<file path="src/rtl/cr_sync_edge_filter_if.sv">
// Signal bundle between a cr_sync_edge_filter and its user logic.
// CR_SYNC_EDGE_FALL_CNT_EN adds the falling-edge counter and sticky flag.
`timescale 1ns/1ps
interface cr_sync_edge_filter_if #(
  parameter int CNT_W = 8
);
  logic             sync_in;
  logic             clr_cnt;
  logic             clr_sticky;
  logic             filt_level;
  logic             rise_pulse;
  logic             fall_pulse;
  logic [CNT_W-1:0] edge_cnt;
  logic             cnt_sat;
  logic             sticky_rise;
`ifdef CR_SYNC_EDGE_FALL_CNT_EN
  logic [CNT_W-1:0] fall_cnt;
  logic             sticky_fall;
`endif

  modport master (
    output sync_in, clr_cnt, clr_sticky,
    input  filt_level, rise_pulse, fall_pulse, edge_cnt, cnt_sat, sticky_rise
`ifdef CR_SYNC_EDGE_FALL_CNT_EN
    , input fall_cnt, sticky_fall
`endif
  );

  modport slave (
    input  sync_in, clr_cnt, clr_sticky,
    output filt_level, rise_pulse, fall_pulse, edge_cnt, cnt_sat, sticky_rise
`ifdef CR_SYNC_EDGE_FALL_CNT_EN
    , output fall_cnt, sticky_fall
`endif
  );
endinterface

</file>
<file path="src/rtl/cr_sync_edge_filter.sv">
// Deglitches a synchronized level, emits rise/fall pulses, counts rises.
// Optional CR_SYNC_EDGE_FALL_CNT_EN adds a falling-edge counter and sticky flag.
`timescale 1ns/1ps
module cr_sync_edge_filter #(
  parameter int FILTER_CYCLES = 4,
  parameter int CNT_W         = 8
) (
  input  logic                  clk,
  input  logic                  rst,
  cr_sync_edge_filter_if.slave  bus
);
  localparam int SW = $clog2(FILTER_CYCLES + 1);
  localparam logic [CNT_W-1:0] CNT_MAX = {CNT_W{1'b1}};

  typedef enum logic [1:0] {
    LO_STABLE = 2'd0,
    QUAL_HI   = 2'd1,
    HI_STABLE = 2'd2,
    QUAL_LO   = 2'd3
  } state_t;

  state_t           state_q, state_d;
  logic [SW-1:0]    stab_cnt_q, stab_cnt_d;
  logic             filt_level_q, filt_level_d;
  logic             rise_q, rise_d;
  logic             fall_q, fall_d;
  logic [CNT_W-1:0] edge_cnt_q, edge_cnt_d;
  logic             sticky_rise_q, sticky_rise_d;
  logic             qual_done_s;

  // Clear takes effect before the increment; the count holds at all-ones.
  function automatic logic [CNT_W-1:0] next_cnt(input logic [CNT_W-1:0] cnt,
                                                 input logic clr, input logic inc);
    logic [CNT_W-1:0] base;
    if (clr) base = '0;
    else     base = cnt;
    if (inc && (base != CNT_MAX)) next_cnt = base + CNT_W'(1'b1);
    else                          next_cnt = base;
  endfunction

  function automatic logic next_sticky(input logic q, input logic clr, input logic set);
    next_sticky = set | (q & ~clr);
  endfunction

  assign qual_done_s = ((32'(stab_cnt_q) + 32'd1) == 32'(FILTER_CYCLES));

  // Stability filter next-state and pulse decode.
  always_comb begin
    state_d      = state_q;
    stab_cnt_d   = stab_cnt_q;
    filt_level_d = filt_level_q;
    rise_d       = 1'b0;
    fall_d       = 1'b0;
    case (state_q)
      LO_STABLE: begin
        if (bus.sync_in && (FILTER_CYCLES == 1)) begin
          state_d      = HI_STABLE;
          stab_cnt_d   = '0;
          filt_level_d = 1'b1;
          rise_d       = 1'b1;
        end else if (bus.sync_in) begin
          state_d    = QUAL_HI;
          stab_cnt_d = SW'(1'b1);
        end else begin
          stab_cnt_d = '0;
        end
      end
      QUAL_HI: begin
        if (!bus.sync_in) begin
          state_d    = LO_STABLE;
          stab_cnt_d = '0;
        end else if (qual_done_s) begin
          state_d      = HI_STABLE;
          stab_cnt_d   = '0;
          filt_level_d = 1'b1;
          rise_d       = 1'b1;
        end else begin
          stab_cnt_d = stab_cnt_q + SW'(1'b1);
        end
      end
      HI_STABLE: begin
        if (!bus.sync_in && (FILTER_CYCLES == 1)) begin
          state_d      = LO_STABLE;
          stab_cnt_d   = '0;
          filt_level_d = 1'b0;
          fall_d       = 1'b1;
        end else if (!bus.sync_in) begin
          state_d    = QUAL_LO;
          stab_cnt_d = SW'(1'b1);
        end else begin
          stab_cnt_d = '0;
        end
      end
      QUAL_LO: begin
        if (bus.sync_in) begin
          state_d    = HI_STABLE;
          stab_cnt_d = '0;
        end else if (qual_done_s) begin
          state_d      = LO_STABLE;
          stab_cnt_d   = '0;
          filt_level_d = 1'b0;
          fall_d       = 1'b1;
        end else begin
          stab_cnt_d = stab_cnt_q + SW'(1'b1);
        end
      end
      default: begin
        state_d      = LO_STABLE;
        stab_cnt_d   = '0;
        filt_level_d = 1'b0;
      end
    endcase
  end

  assign edge_cnt_d    = next_cnt(edge_cnt_q, bus.clr_cnt, rise_d);
  assign sticky_rise_d = next_sticky(sticky_rise_q, bus.clr_sticky, rise_d);

`ifdef CR_SYNC_EDGE_FALL_CNT_EN
  logic [CNT_W-1:0] fall_cnt_q, fall_cnt_d;
  logic             sticky_fall_q, sticky_fall_d;

  assign fall_cnt_d    = next_cnt(fall_cnt_q, bus.clr_cnt, fall_d);
  assign sticky_fall_d = next_sticky(sticky_fall_q, bus.clr_sticky, fall_d);

  // Falling-edge status registers.
  always_ff @(posedge clk) begin
    if (rst) begin
      fall_cnt_q    <= '0;
      sticky_fall_q <= 1'b0;
    end else begin
      fall_cnt_q    <= fall_cnt_d;
      sticky_fall_q <= sticky_fall_d;
    end
  end

  assign bus.fall_cnt    = fall_cnt_q;
  assign bus.sticky_fall = sticky_fall_q;
`endif

  // Filter state, pulses and rising-edge status registers.
  always_ff @(posedge clk) begin
    if (rst) begin
      state_q       <= LO_STABLE;
      stab_cnt_q    <= '0;
      filt_level_q  <= 1'b0;
      rise_q        <= 1'b0;
      fall_q        <= 1'b0;
      edge_cnt_q    <= '0;
      sticky_rise_q <= 1'b0;
    end else begin
      state_q       <= state_d;
      stab_cnt_q    <= stab_cnt_d;
      filt_level_q  <= filt_level_d;
      rise_q        <= rise_d;
      fall_q        <= fall_d;
      edge_cnt_q    <= edge_cnt_d;
      sticky_rise_q <= sticky_rise_d;
    end
  end

  assign bus.filt_level  = filt_level_q;
  assign bus.rise_pulse  = rise_q;
  assign bus.fall_pulse  = fall_q;
  assign bus.edge_cnt    = edge_cnt_q;
  assign bus.cnt_sat     = (edge_cnt_q == CNT_MAX);
  assign bus.sticky_rise = sticky_rise_q;
endmodule

</file>
<file path="src/flat_wrapper.sv">
// flat-port wrapper written by rule: the top's interface ports become plain ports
module cr_sync_edge_filter_flat 
#(
  parameter int FILTER_CYCLES = 4,
  parameter int CNT_W         = 8
)
  (clk, rst, bus_sync_in, bus_clr_cnt, bus_clr_sticky, bus_filt_level, bus_rise_pulse, bus_fall_pulse, bus_edge_cnt, bus_cnt_sat, bus_sticky_rise);
  cr_sync_edge_filter_if #(.CNT_W(CNT_W)) bus_i ();
  input  logic clk;
  input  logic rst;
  input wire logic [$bits(bus_i.sync_in)-1:0] bus_sync_in;
  input wire logic [$bits(bus_i.clr_cnt)-1:0] bus_clr_cnt;
  input wire logic [$bits(bus_i.clr_sticky)-1:0] bus_clr_sticky;
  output wire logic [$bits(bus_i.filt_level)-1:0] bus_filt_level;
  output wire logic [$bits(bus_i.rise_pulse)-1:0] bus_rise_pulse;
  output wire logic [$bits(bus_i.fall_pulse)-1:0] bus_fall_pulse;
  output wire logic [$bits(bus_i.edge_cnt)-1:0] bus_edge_cnt;
  output wire logic [$bits(bus_i.cnt_sat)-1:0] bus_cnt_sat;
  output wire logic [$bits(bus_i.sticky_rise)-1:0] bus_sticky_rise;
  assign bus_i.sync_in = bus_sync_in;
  assign bus_i.clr_cnt = bus_clr_cnt;
  assign bus_i.clr_sticky = bus_clr_sticky;
  assign bus_filt_level = bus_i.filt_level;
  assign bus_rise_pulse = bus_i.rise_pulse;
  assign bus_fall_pulse = bus_i.fall_pulse;
  assign bus_edge_cnt = bus_i.edge_cnt;
  assign bus_cnt_sat = bus_i.cnt_sat;
  assign bus_sticky_rise = bus_i.sticky_rise;
  cr_sync_edge_filter #(.FILTER_CYCLES(FILTER_CYCLES), .CNT_W(CNT_W)) u_core (.clk(clk), .rst(rst), .bus(bus_i));
endmodule
</file>
<file path="config.mk">
export PLATFORM = sky130hd
export DESIGN_NAME = cr_sync_edge_filter_flat
export DESIGN_NICKNAME = d
export VERILOG_FILES = /design/src/rtl/cr_sync_edge_filter_if.sv /design/src/rtl/cr_sync_edge_filter.sv /design/src/flat_wrapper.sv
export SDC_FILE = /design/constraint.sdc
export NUM_CORES = 1
export LEC_CHECK = 0
export CORE_MARGIN = 8
export CORE_UTILIZATION = 50
export CTS_BUF_LIST = sky130_fd_sc_hd__clkbuf_2
export DETAILED_ROUTE_END_ITERATION = 10
export PLACE_DENSITY = 0.78
export SYNTH_ARGS = -nofsm -noshare
export SYNTH_HDL_FRONTEND = slang
export SYNTH_SLANG_ARGS = --single-unit
</file>
<file path="constraint.sdc">
create_clock -name clk -period 3.4 [get_ports clk]
set_clock_uncertainty 0.15 [all_clocks]
set_input_delay 0.51 -clock clk [delete_from_list [all_inputs] [get_ports clk]]
set_output_delay 0.51 -clock clk [all_outputs]
set_load 0.02 [all_outputs]
</file>
==> qor.yml, run 1 <==
floorplan:
  core_area_um2: 1690
  row_count: 15
  die_x_um: 57.7
  fp.dieH_um: 57.7
  start_util_pct: 51.5
  io-pin-count: 18
  die-area_um2: 3330
synth:
  synth_top_area_share_pct: 39.1
  ys_types: 36
  synth_seq_cells: 17
  synth_edf_count: 0
  synth_flop_cell: "dfxtp_1"
  syn_nets: 96
  syn_area_per_cell_um2: 9.88
  yosysTopAreaCell: "dfxtp_1"
  ys_seq_area_share_pct: 39.1
  yosysWarnings: 0
  syn_area_um2: 870
  synthArstFlopShare_pct: 0
  syn_inst: 88
  synth_area_leaders: "dfxtp_1, ha_1, nor2_1"
detailed_routing:
  wire_per_inst_um: 13.7
  vias_per_cell: 5.63
  final_antenna_net_count: 0
  drt_iter0_markers: 8
  drtPass1Iterations: 4
  drc: 0
  route.vias.total: 698
  routed_wl_um: 1700
timing:
  worst_slack_ns: 1.02
  slew_headroom_pct: 61.4
  grt_setup_unrepaired: "no"
  maxSlewViolCount: 0
  worst_pin_slew_ns: 0.576
  post-route-min-period_ns: 2.38
  hold_violations: 0
  fin_crit_sh_pct: 70.1
  tns_ns: 0
  fmax_ghz: 0.420
  setup_viol: 0
global_route:
  grt_util_all_layers_pct: 10.8
  gr-total-overflow: 0
  grt_first_pass_wirelength_um: 2900
  grt_antenna_before_repair: 0
  grt_start_max_net_pins: 16
  grt_pass1_vias: 637
final_layout:
  fillers: 156
  area_growth_pct: 23.0
  drive_gt1_share_pct: 15.0
  n_antenna_cell: 0
  final_cells: 124
  fin_nets: 116
  mostFrequentLayoutCells: "dfxtp_1, clkdlybuf4s50_1, nor2_1"
worst_setup_path:
  r2r_slack_ns: 1.48
  crit_path_end_kind: "register"
  critPathKind: "in -> reg"
  cpMaxStageDelayCell: "clkdlybuf4s50_1"
  max_stage_delay_ns: 0.59
  cp.arrival_ns: 2.46
  cp_cell_sequence: "clkdlybuf4s50_1 > nor2b_1 > ha_1 > nand4b_4 > nor2_2 > nor3_2 > a21o_1 > a21oi_1"
  critPathBufInv: 1
  worstPathMaxFanout: 10
  crit_required_ns: 3.48
  worst_setup_path_start_kind: "input port"
  cp_top_family: "simple AND/OR/NAND/NOR gates"
place:
  pre_cts_slack_ns: 0.712
  place_congestion: 0.819
  dp.final_hpwl_um: 1340
  place_inst: 120
  portBuffers: 17
clock_tree:
  ctsHoldBuffers: 0
  postCtsResizedCells: 0
  clockBufferDepth: 2
  cts_setup_buffers: 0
  clk_pin_slew_worst_paths_ns: 0.18
  cts_tree: "built"
  cts-htree-levels: 1
  clock_sinks: 17
  cts_root_buffer: "clkbuf_2"
  cts_inserted_buffers: 3
  clock_latency_ns: 0.31
run_status:
  status: "complete, no violations"
job:
  drv_cap: 0
power_and_ir_drop:
  powerDensity_nw_per_um2: 290
  p_leak_nw: 0.364
  ir_drop_mv: 0.221
min_path:
  holdCritPathClass: "reg -> reg"
## power breakdown
group / switching, mW / internal (mW)
Combinational: 0.00739 / 0.00650
Clock: 0.0671 / 0.0266
Sequential: 0.00197 / 0.201
## synth_stat cells, types with 2 or more instances
cell and instances:
nand4_1 3, mux2i_1 2, nand2b_1 3, nand3_1 3, a211oi_1 2, nor4_1 2, nor2_1 10, ha_1 3
xnor2_1 4, a21oi_1 7, nor2b_1 3, nand2_1 3, inv_1 2, nor3_2 3, dfxtp_1 17
## through the flow
stage               hold slack (ns)  power (mW)  area [um2]  utilization, %
CTS                           0.348       0.312        1070            63.3
detailed placement            0.325       0.221        1050            62.1
floorplan                     0.321       0.214         870               -
global route                  0.390       0.322        1070            63.3
finish                        0.343       0.311        1070            63.3
global placement              0.310       0.221        1050            62.1
## per-layer routing
layer | track usage [%] | share of wire [%]
met2 | 18.0 | 51
met3 | 2.21 | 3.6
met1 | 12.5 | 44
met5 | 0 | 0
met4 | 6.29 | 1.4
## final cells by class
class / instances / area (um2) / area share (%)
Multi-Input combinational cell: 67 / 510 / 47.7
Sequential cell: 17 / 340 / 31.8
Timing Repair Buffer: 17 / 170 / 15.9
Tap cell: 17 / 21.3 / 1.99
Clock buffer: 3 / 15.0 / 1.40
Inverter: 2 / 7.51 / 0.702
Clock inverter: 1 / 5.00 / 0.468
## state kept, by name, indices dropped and copies added (netlist names), named ones only
register and count:
u_core.state_q 1, u_core.stab_cnt_q 3, u_core.bus.rise_pulse 1, u_core.bus.fall_pulse 1
u_core.bus.sticky_rise 1, u_core.bus.edge_cnt 8, u_core.bus.filt_level 1
## worst min-delay path: stages (launching register included)
cell      delay [ns]
dfxtp_1         0.35
nand2b_1        0.07
a21oi_1         0.06
## worst paths after layout
kind	startpoint	endpoint	depth (start not counted)
min	u_core.bus.sticky_rise	u_core.bus.sticky_rise	2
max reg2reg	u_core.bus.edge_cnt[0]	u_core.bus.edge_cnt[2]	7
min reg2reg	u_core.bus.sticky_rise	u_core.bus.sticky_rise	2
max	bus_clr_cnt	u_core.bus.edge_cnt[2]	8
## kinds of logic after synthesis
logic type               after synthesis  synth area share (%)
AND/OR/NAND/NOR                       43                  35.5
flip-flops                            17                  39.1
AO/OA/AOI/OAI                         15                  12.5
XOR/XNOR                               4                  4.03
buffers and inverters                  4                  2.16
adder cells (fa/ha/maj)                3                  4.32
multiplexers                           2                  2.30
Note: power is estimated with default switching activity, not from simulation.
==> inputs of run 2 (changes only) <==
==> constraint.sdc (replaced) <==
create_clock -name clk -period 2.5 [get_ports clk]
set_clock_uncertainty 0.15 [all_clocks]
set_input_delay 0.375 -clock clk [delete_from_list [all_inputs] [get_ports clk]]
set_output_delay 0.375 -clock clk [all_outputs]
set_load 0.02 [all_outputs]
==> run 2 against run 1 <==
  * Total power increased by 36%
  * Worst setup slack lost 0.78 ns
  * Non-clock buffer count rose by 2
  * Flip-flop and latch count unchanged
  * Register-to-register slack worse by 0.86 ns
  * Die area unchanged
  * Sequential power is 36% higher
  * Hold slack worse by 0.011 ns
  * Cell count increased by 1.6%
  * Global-route usage up 0.62 points
==> qor.yml, run 2 (synthesized netlist as in run 1, its figures left out) <==
run_status:
  status: "complete, no violations"
detailed_routing:
  drtPass1Iterations: 4  # unchanged
  final_antenna_net_count: 0  # unchanged
  routed_wl_um: 1750  # +2.9%
  drc: 0  # unchanged
  vias_per_cell: 5.75  # +2.1%
  drt_iter0_markers: 12  # +4
  route.vias.total: 724  # +3.7%
  wire_per_inst_um: 13.9  # +1.3%
power_and_ir_drop:
  ir_drop_mv: 0.292  # +32%
  powerDensity_nw_per_um2: 390  # +34%
  p_leak_nw: 0.374  # +2.6%
final_layout:
  largest_reg_flops: 8  # unchanged
  fillers: 141  # -9.6%
  drive_gt1_share_pct: 16.5  # +1.6 points
  seq_area_um2: 340  # unchanged
  finalCoreUtilization_pct: 64.2  # +0.89 points
  area_growth_pct: 24.7
  n_antenna_cell: 0  # unchanged
  fin_nets: 118  # +1.7%
  multiInputGateArea_um2: 510  # unchanged
  mostFrequentLayoutCells: "dfxtp_1, clkdlybuf4s50_1, nor2_1"
place:
  dp.final_hpwl_um: 1380  # +3.2%
  place_congestion: 0.826  # +0.81%
  portBuffers: 17  # unchanged
timing:
  hold_violations: 0  # unchanged
  tns_ns: 0  # unchanged
  setup_viol: 0  # unchanged
  slew_headroom_pct: 80.6  # +19 points
  fmax_ghz: 0.443
  maxSlewViolCount: 0  # unchanged
  grt_setup_unrepaired: "no"
  post-route-min-period_ns: 2.26
  fin_crit_sh_pct: 90.3
  worst_pin_slew_ns: 0.290  # -0.287 ns
worst_setup_path:
  worstPathMaxFanout: 5  # -5
  critPathKind: "reg -> out"
  cp.arrival_ns: 1.73  # -0.73 ns
  worst_setup_path_start_kind: "register"
  rr_endpoint: "u_core.bus.edge_cnt[2]"
  r2r_slack_ns: 0.62  # -0.86 ns
  crit_required_ns: 1.98  # -1.50 ns
  ff2ff_path_depth: 7  # unchanged
  crit_path_end_kind: "output port"
  worstReg2RegStart: "u_core.bus.edge_cnt[0]"
floorplan:
  fp.dieH_um: 57.7  # unchanged
  row_count: 15  # unchanged
  die_x_um: 57.7  # unchanged
  core_area_um2: 1690  # unchanged
  io-pin-count: 18  # unchanged
  die-area_um2: 3330  # unchanged
  start_util_pct: 51.5  # unchanged
global_route:
  grt_antenna_before_repair: 0  # unchanged
  grt_util_met1_pct: 12.5  # -0.048 points
  top_usage_layer: "met2"
  grt_pass1_vias: 665  # +4.4%
  grt_start_max_net_pins: 11  # -5
  gr-total-overflow: 0  # unchanged
  grt_first_pass_wirelength_um: 3020  # +3.8%
  gr-usage-met2_pct: 19.0  # +0.96 points
  grt_util_all_layers_pct: 11.4  # +0.62 points
  use_met3_pct: 3.75  # +1.5 points
clock_tree:
  cts_inserted_buffers: 3  # unchanged
  cts_tree: "built"
  cts_root_buffer: "clkbuf_2"
  clock_sinks: 17  # unchanged
  clk_pin_slew_worst_paths_ns: 0.17  # about the same
  clock_latency_ns: 0.30  # about the same
  cts_setup_buffers: 0  # unchanged
  cts-htree-levels: 1  # unchanged
  clockBufferDepth: 2  # unchanged
  postCtsResizedCells: 0  # unchanged
  ctsHoldBuffers: 0  # unchanged
min_path:
  min_to: "u_core.bus.sticky_rise"
  holdCritPathClass: "reg -> reg"
  min_from: "u_core.bus.sticky_rise"
  hold_depth: 2  # unchanged
job:
  drv_cap: 0  # unchanged
## run 2: cell count changes in the layout (fill, tap and decap cells not counted), sizes merged
cell  previous run  this run
buf              0         2
## run 2: worst max-delay path, stage by stage, from the launching register on
cell and delay (ns):
dfxtp_1 0.49, nand4_1 0.19, nor2_1 0.14, clkdlybuf4s50_1 0.61
## run 2: worst max path at each step
stage                                 startpoint                endpoint  cells after the start
final                     u_core.bus.edge_cnt[3]             bus_cnt_sat                      3
after global routing      u_core.bus.edge_cnt[3]             bus_cnt_sat                      3
after CTS                 u_core.bus.edge_cnt[3]             bus_cnt_sat                      3
after detailed placement             bus_clr_cnt  u_core.bus.edge_cnt[2]                      8
after global placement               bus_clr_cnt  u_core.bus.edge_cnt[2]                      8
after floorplan                      bus_clr_cnt  u_core.bus.edge_cnt[2]                      8
## run 2: metal layers
| metal | vias to the layer above | routed length [um] |
|---|---|---|
| met5 | - | 0 |
| met3 | 5 | 76 |
| li1 | 362 | - |
| met2 | 15 | 868 |
| met4 | 0 | 33 |
| met1 | 342 | 771 |
## run 2: cell type report
type,instances,area share (%)
Sequential cell,17,31.4
Tap cell,17,1.96
Inverter,2,0.692
Multi-Input combinational cell,67,47.1
Timing Repair Buffer,19,17.1
Clock buffer,3,1.38
Clock inverter,1,0.461
## run 2: where the power goes
| part | internal [mW] | total [mW] | leakage (nW) | switching [mW] |
|---|---|---|---|---|
| clock | 0.0362 | 0.125 | 0.0164 | 0.0891 |
| sequential | 0.273 | 0.276 | 0.137 | 0.00275 |
| combinational | 0.0109 | 0.0216 | 0.220 | 0.0108 |
| total | 0.320 | 0.423 | 0.374 | 0.103 |
## run 2: per-stage QoR
| step | setup WS, ns | power [mW] | hold slack [ns] | cells | cell area (um2) |
|---|---|---|---|---|---|
| after global routing | 0.122 | 0.440 | 0.354 | 126 | 1080 |
| after CTS | 0.208 | 0.428 | 0.334 | 126 | 1080 |
| after detailed placement | 0.131 | 0.303 | 0.317 | 122 | 1060 |
| final | 0.242 | 0.423 | 0.332 | 126 | 1080 |
| after floorplan | 0.662 | 0.291 | 0.298 | 88 | 870 |
| after global placement | 0.222 | 0.303 | 0.310 | 122 | 1060 |
==> inputs of run 3 (changes only) <==
--- a/config.mk
+++ b/config.mk
@@ -9,6 +9,7 @@
 export CORE_UTILIZATION = 50
 export CTS_BUF_LIST = sky130_fd_sc_hd__clkbuf_2
 export DETAILED_ROUTE_END_ITERATION = 10
+export MAX_ROUTING_LAYER = met4
 export PLACE_DENSITY = 0.78
 export SYNTH_ARGS = -nofsm -noshare
 export SYNTH_HDL_FRONTEND = slang
==> results of run 3 <==
The final DEF is identical to that of run 2; final timing and power are the same.
Main changes from that run: final weighted congestion in routability-driven placement 0.826 -> 0.838; overall routing resource usage 11.4% -> 11.7%
